[src/rtl/divider_pkg.sv]
// Shared definitions for the iterative divider.
// State encoding and sizing helpers.
package divider_pkg;

    typedef enum logic [1:0] {
        S_IDLE = 2'd0,
        S_RUN  = 2'd1,
        S_DONE = 2'd2
    } state_t;

    // ceil(log2(value)), 0 for value <= 1
    function automatic int clog2(input int value);
        int res;
        res = 0;
        for (int i = 0; i < 32; i++) begin
            if ((1 << res) < value) begin
                res = res + 1;
            end
        end
        return res;
    endfunction

    // bits needed to count width-1 down to 0, never zero
    function automatic int cnt_width(input int w);
        int c;
        c = clog2(w);
        return (c < 1) ? 1 : c;
    endfunction

endpackage

[src/rtl/divider_iterative_div_step.sv]
// One radix-2 restoring division step.
// Shift in a dividend bit, trial-subtract, keep or restore.
module div_step #(
    parameter int width = 48
) (
    input  logic [width:0]   p,
    input  logic             din,
    input  logic [width-1:0] dvs,
    output logic [width:0]   p_nxt,
    output logic             qbit
);

    logic [width:0] shifted;
    logic [width:0] trial;

    // trial subtract; a clear sign bit means the divisor fits
    always_comb begin
        shifted = {p[width-1:0], din};
        trial   = shifted - {1'b0, dvs};
        qbit    = ~trial[width];
        p_nxt   = qbit ? trial : shifted;
    end

endmodule

[src/rtl/divider_iterative.sv]
// Sequential unsigned divider, one quotient bit per clock.
// Start/done handshake, results held until the next accepted start.
module divider_iterative
    import divider_pkg::*;
#(
    parameter int width = 48
) (
    input  logic             clk,
    input  logic             rst,
    input  logic             start,
    input  logic [width-1:0] a,
    input  logic [width-1:0] b,
    output logic             ready,
    output logic             busy,
    output logic             done,
    output logic [width-1:0] q,
    output logic [width-1:0] r,
    output logic             div_by_zero
);

    localparam int CW = cnt_width(width);

    state_t           state;
    state_t           state_n;
    logic             accept;
    logic [CW-1:0]    cnt;
    logic [width-1:0] dvd;
    logic [width-1:0] dvs;
    logic [width:0]   p;
    logic [width:0]   p_nxt;
    logic             qbit;
    logic [width-1:0] dvd_nxt;

    div_step #(
        .width(width)
    ) u_step (
        .p    (p),
        .din  (dvd[width-1]),
        .dvs  (dvs),
        .p_nxt(p_nxt),
        .qbit (qbit)
    );

    assign dvd_nxt = {dvd[width-2:0], qbit};

    // next state and handshake outputs
    always_comb begin
        state_n = state;
        ready   = 1'b0;
        busy    = 1'b0;
        done    = 1'b0;
        accept  = 1'b0;
        unique case (state)
            S_IDLE: begin
                ready = 1'b1;
                if (start) begin
                    accept  = 1'b1;
                    state_n = (b != '0) ? S_RUN : S_DONE;
                end
            end
            S_RUN: begin
                busy = 1'b1;
                if (cnt == '0) begin
                    state_n = S_DONE;
                end
            end
            S_DONE: begin
                ready = 1'b1;
                done  = 1'b1;
                if (start) begin
                    accept  = 1'b1;
                    state_n = (b != '0) ? S_RUN : S_DONE;
                end else begin
                    state_n = S_IDLE;
                end
            end
            default: state_n = S_IDLE;
        endcase
    end

    // state register
    always_ff @(posedge clk) begin
        if (rst) begin
            state <= S_IDLE;
        end else begin
            state <= state_n;
        end
    end

    // operand capture, iteration and result registers
    always_ff @(posedge clk) begin
        if (rst) begin
            cnt         <= '0;
            dvd         <= '0;
            dvs         <= '0;
            p           <= '0;
            q           <= '0;
            r           <= '0;
            div_by_zero <= 1'b0;
        end else if (accept) begin
            dvd <= a;
            dvs <= b;
            p   <= '0;
            if (b != '0) begin
                cnt <= CW'(width - 1);
            end else begin
                q           <= '1;
                r           <= a;
                div_by_zero <= 1'b1;
            end
        end else if (state == S_RUN) begin
            p   <= p_nxt;
            dvd <= dvd_nxt;
            if (cnt == '0) begin
                q           <= dvd_nxt;
                r           <= p_nxt[width-1:0];
                div_by_zero <= 1'b0;
            end else begin
                cnt <= cnt - 1'b1;
            end
        end
    end

endmodule

[config.mk]
export PLATFORM = sky130hd
export DESIGN_NAME = divider_iterative
export DESIGN_NICKNAME = d
export VERILOG_FILES = /design/src/rtl/divider_pkg.sv /design/src/rtl/divider_iterative_div_step.sv /design/src/rtl/divider_iterative.sv
export SDC_FILE = /design/constraint.sdc
export NUM_CORES = 1
export LEC_CHECK = 0
export ABC_AREA = 0
export CORE_MARGIN = 2
export CORE_UTILIZATION = 35
export DETAILED_ROUTE_END_ITERATION = 10
export PLACE_DENSITY_LB_ADDON = 0.12
export SLEW_MARGIN = 15
export SYNTH_ARGS = -nofsm -noshare
export SYNTH_HDL_FRONTEND = slang
export SYNTH_SLANG_ARGS = --single-unit
[constraint.sdc]
create_clock -name clk -period 4.55 [get_ports clk]
set_input_delay 1.365 -clock clk [delete_from_list [all_inputs] [get_ports clk]]
set_output_delay 1.365 -clock clk [all_outputs]
set_load 0.03 [all_outputs]
# Yosys cells after proc, flatten, opt, wreduce, memory -nomap -nowiden
# Index checks and enable logic that the tools add are counted.
totals:
  reg_bits: 249
  latchBits: 0
  ramBits: 0
  rom_bits: 0
  input_bits: 99
  output_inout_bits: 100
  n_memories: 0
op_classes:
  n_addsub: 2
  n_mul: 0
  div: 0
  magnitude_cmp: 0
  n_eq_ne: 7
  shifts: 0
  n_mux: 29
  n_bitwise: 1
  reduce_logical: 10
ops:
  columns: ["cell", "n"]
  rows:
  - ["$mux 48", 11]
  - ["$sub 49x48->49", 1]
  - ["$reduce_bool 48->1", 1]
  - ["$mux 6", 4]
  - ["$mux 1", 9]
  - ["$mux 2", 4]
  - ["$logic_not 6->1", 1]
  - ["$ne 2x2->1 const B", 3]
  - ["$pmux 2 s3", 1]
  - ["$reduce_and 3->1", 2]
  - ["$sub 6x1->6 const B", 1]
  - ["$ne 2x1->1 const B", 2]
  - ["$reduce_bool 2->1", 2]
  - ["$reduce_or 2->1", 2]
  - ["$eq 2x1->1 const B", 1]
  - ["$eq 2x2->1 const B", 1]
  - ["$logic_not 2->1", 1]
  - ["$reduce_and 2->1", 1]
  - ["$not 1->1", 1]

# Longest topological paths before layout
depth:
  word_depth: 5
  mapped_depth: 15

# Hierarchy
# A second synthesis with hierarchy kept.
hier_totals:
  cells_unflattened: 1764
  hier_area_um2: 13110.1
by_module_without_submodules:
  columns: ["mod", "n_inst", "cells_per_inst", "area_each_um2", "seq_area_each_um2"]
  rows:
  - ["divider_iterative", 1, 1283, 9775.6, 5004.8]
  - ["div_step", 1, 481, 3334.4, 0.0]

# Least setup slack after synthesis
# Ideal clock, no wire load.
synth_path:
  path_type: "register -> register"
  start: "register dvd[47]"
  end: "register r[41]"
  arrival_ns: 3.235
  required_time_ns: 4.418
  slack_ns: 1.182
  path_stages_with_launch: 16
  path_buffers: 1
  synth_period_minus_slack_ns: 3.368
  cell_sequence: "dfxtp_1 > inv_1 > ha_1 > inv_1 > fa_1 > a211o_1 > a211oi_2 > o31ai_1 > a211oi_2 > nor4_2 > o21a_4 > nor2_8 > buf_6 > mux2_2 > o211ai_1 > a21oi_1"
synth_via:
  elab_chain_len: 5
synth_rtl:
  columns: ["element", "line_no", "text"]
  rows:
  - ["start: declaration", "divider_iterative.sv:27", "logic [width-1:0] dvd;"]
  - ["start signal: assignment", "divider_iterative.sv:113", "dvd <= dvd_nxt;"]
  - ["$sub 49x48->49", "divider_iterative_div_step.sv:19", "trial = shifted - {1'b0, dvs};"]
  - ["$mux 48", "divider_iterative_div_step.sv:21", "p_nxt = qbit ? trial : shifted;"]
  - ["$mux 48", "divider_iterative.sv:114", "if (cnt == '0) begin"]
  - ["$mux 48", "divider_iterative.sv:111", "end else if (state == S_RUN) begin"]
  - ["$mux 48", "divider_iterative.sv:100", "end else if (accept) begin"]
  - ["end signal: assignment", "divider_iterative.sv:116", "r <= p_nxt[width-1:0];"]
  - ["end: declaration", "divider_iterative.sv:17", "output logic [width-1:0] r,"]
# No other way between the ends. The select of a mux whose other input is x is not followed.
# A chain may end at the register's enable or synchronous reset.

# Final worst setup path
layout_path:
  start: "input b[42]"
  end: "register r[31]"
layout_via:
  elab_chain_len: 3
layout_rtl:
  columns: ["element", "line_no", "text"]
  rows:
  - ["start: declaration", "divider_iterative.sv:12", "input logic [width-1:0] b,"]
  - ["$reduce_bool 48->1", "divider_iterative.sv:104", "if (b != '0) begin"]
  - ["$ne 2x2->1 (no source line)", null, null]
  - ["$reduce_and 3->1 (no source line)", null, null]
# No other way between the ends.

==> flow_summary_export.csv <==
group,metric,value,unit
logic_synthesis,post_synth_main_area_contributors,"dfxtp_1 38%, a21oi_1 7.4%, nand2_1 7.0%",
detailed_routing,drc,0,
critical_path,setup.worst_path.end_class,"flip-flop",
logic_synthesis,yosysSeqAreaShare,38.3,%
clocking,clk-insertion-delay-late,0.56,ns
logic_synthesis,asyncSetResetFlopFracSynth,0,%
floorplanning,design.portCount,199,
global_routing,grt_first_pass_wirelength,67300,um
critical_path,crit_arrival,4.29,ns
finish,antenna_cells,0,
finish,layout.nets,1946,
worst_hold_path,hold_depth,2,
floorplanning,design.core.area,0.0366,sq mm
clocking,post-cts-setup-buffer-count,0,
clocking,cts-hold-fix-buffers,0,
finish,layout-drive-gt1-share,6.27,%
sta,setup_violations,0,
clocking,cts_root_buf,"clkbuf_16",
critical_path,timing.critical_path.required,4.93,ns
clocking,clk_pin_slew,0.06,ns
worst_hold_path,hold_path.startpoint,"r[6]$_SDFFE_PP0P_",
global_routing,grt_antenna_before_repair,0,
placement,place.port_buffers,198,
floorplanning,full_die_area,0.0387,sq mm
power_and_ir_drop,leakage,6.17,nW
logic_synthesis,cells_after_synth,1657,
critical_path,r2r_setup_slack,0.71,ns
floorplanning,die_w,197,um
detailed_routing,firstDrtPassIters,5,
run_status,run_status,"finished, final reports clean",
power_and_ir_drop,power_per_cell_area,445,mW/mm^2
clocking,h-tree-depth,1,
critical_path,worstReg2RegStart,"dvd[47]$_SDFFE_PP0P_",
detailed_routing,detail_route.iter0.violations,905,
logic_synthesis,synthMostInstantiatedCell,"dfxtp_1",
sta,final_min_period_over_clock_period,85.9,%
placement,place.gp.congestion,0.954,
critical_path,critPathKind,"in -> reg",
critical_path,worstReg2RegEnd,"r[0]$_SDFFE_PP0P_",
logic_synthesis,synth.cells.most_frequent,"249 x dfxtp_1, 242 x nand2_1, 192 x a21oi_1",
detailed_routing,postRouteAntennaNets,0,
detailed_routing,postRouteWirelength,43500,um
worst_hold_path,min_path_type,"reg -> reg",
detailed_routing,post_drt_wl_per_cell,19.0,um
logic_synthesis,synth_top_flop_cell,"dfxtp_1",
critical_path,critPathLaunchType,"input pin",
placement,dp.final_hpwl,31700,um
clocking,post_cts.resized_instances,0,
logic_synthesis,synth_area_leader_cell,"dfxtp_1",
sta,worst_slew_pin_slew,1.00,ns
logic_synthesis,synth_area,0.0130,sq mm
global_routing,globalRouteOverflowTotal,0,
sta,rsz0062_at_grt,"no",
finish,areaGrowthSynthToFinish,26.7,%
sta,fmaxAchievable,256,MHz
finish,final_cell_area,0.0165,sq mm
clocking,cts.sink_count,249,
global_routing,largest_net_degree_at_the_start_of_global_routing,139,
sta,hold_violation_count_in_the_final_report,0,
critical_path,worst-r2r-cell-count,15,
sta,slew-limit-headroom,33.2,%
logic_synthesis,post_synthesis_area_per_instance,7.85,sq um
logic_synthesis,synthesis.yosys.warnings,0,
finish,n_fill_cell,3697,
detailed_routing,dr_total_vias,12400,
floorplanning,placement_rows,70,
placement,dpl_cell_area,0.0155,sq mm
logic_synthesis,synth_top_cell_area_share,38.3,%
power_and_ir_drop,power,0.00733,W
sta,finalMaxSlewViolations,0,
logic_synthesis,ys_types,75,
sta,min_period,3.91,ns
floorplanning,die-height,197,um
detailed_routing,via_per_instance_ratio,5.40,
sta,worst_clock_skew,0.0211,ns
job,cap_viol_max_count,0,
clocking,cts_buffers,28,
power_and_ir_drop,ir_worst_vdd,0.256,mV
logic_synthesis,ys_seq_elements,249,
critical_path,crit_fanout,16,
global_routing,first_global_vias,11500,
clocking,cts_tree,"done",
global_routing,groute.usage.overall,21.9,%
logic_synthesis,synth_nets,1807,
worst_hold_path,holdPathEnd,"r[6]$_SDFFE_PP0P_",
floorplanning,floorplan.initialDensity,35.5,%
logic_synthesis,synth-edff-count,0,
clocking,largest_buffer_count_on_any_clock_path,3,
## cells by family after synthesis
family | Yosys count | synth area share [%]
compound gates | 457 | 23.0
mux | 42 | 3.30
fa+ha+maj | 51 | 4.97
xor+xnor | 48 | 3.23
buf+inv | 185 | 5.99
flops | 249 | 38.3
simple gates | 625 | 21.2
## report_power, final
part / internal [W] / switching [W]
registers: 0.00234 / 0.000130
logic: 0.00100 / 0.00151
clock network: 0.00141 / 0.000933
total: 0.00475 / 0.00258
## registers in the layout (all words and copies together) (netlist names)
signal	cells
p	48
q	48
r	48
cnt	6
state	2
dvs	48
dvd	48
div_by_zero	1
## per-stage QoR
step	std cells	setup TNS (ns)	hold WS [ns]	setup WS [ns]	utilization, %
5_1_grt	2286	0	0.464	0.455	45.0
2_1_floorplan	1657	0	0.436	1.18	-
3_3_place_gp	2233	-0.324	0.441	-0.172	42.3
6_report	2286	0	0.448	0.641	45.0
3_5_place_dp	2233	-0.0410	0.443	-0.0408	42.3
4_1_cts	2285	0	0.451	0.549	44.9
## worst max path at each step
stage	start	to
floorplan	dvd[47]$_SDFFE_PP0P_	r[41]$_SDFFE_PP0P_
global placement	b[42]	r[31]$_SDFFE_PP0P_
detailed placement	b[42]	r[31]$_SDFFE_PP0P_
CTS	b[42]	r[31]$_SDFFE_PP0P_
global route	b[42]	r[31]$_SDFFE_PP0P_
finish	b[42]	r[31]$_SDFFE_PP0P_
## layout by cell type, fill, tap and decap left out, drive strengths merged, types with 6 or more instances in the layout
| cell type | count |
|---|---|
| a211o | 30 |
| a211oi | 34 |
| a21o | 24 |
| a21oi | 195 |
| a22oi | 43 |
| a31oi | 15 |
| buf | 37 |
| clkbuf | 46 |
| clkdlybuf4s50 | 197 |
| dfxtp | 249 |
| ha | 50 |
| inv | 60 |
| mux2 | 7 |
| mux2i | 35 |
| nand2 | 242 |
| nand3 | 6 |
| nand3b | 10 |
| nand4 | 19 |
| nor2 | 180 |
| nor2b | 10 |
| nor3 | 117 |
| nor4 | 20 |
| o211ai | 7 |
| o21a | 9 |
| o21ai | 43 |
| o21bai | 6 |
| o31ai | 10 |
| o41ai | 9 |
| or2 | 6 |
| xnor2 | 26 |
| xor2 | 22 |
## layer usage
| metal | up-vias | share of wire (%) | routed length [um] | track usage, % |
|---|---|---|---|---|
| met5 | - | 0 | 0 | 0 |
| met4 | 0 | 1.9 | 840 | 4.96 |
| met3 | 45 | 5.9 | 2590 | 2.87 |
| met2 | 379 | 41 | 18000 | 31.9 |
| met1 | 5776 | 51 | 22100 | 34.0 |
| li1 | 6154 | - | - | - |
## critical path, stage by stage
cell	delay [ns]
clkdlybuf4s50_1	0.42
nor4_1	0.71
nand4_1	0.31
nor4_1	0.50
buf_4	0.24
nor2_4	0.07
buf_4	0.24
nor3_1	0.32
a2111oi_1	0.11
## cell type report
cell class              count  area, sq um  share of cell area, %
multi-input cells        1223         7270                   44.1
flip-flops and latches    249         4980                   30.3
repair buffers            234         2440                   14.8
clock buffers              46          910                   5.52
well taps                 468          586                   3.55
inverters                  60          228                   1.38
clock inverters             6         58.8                  0.357
No activity file was read; power rests on OpenSTA's default activity.
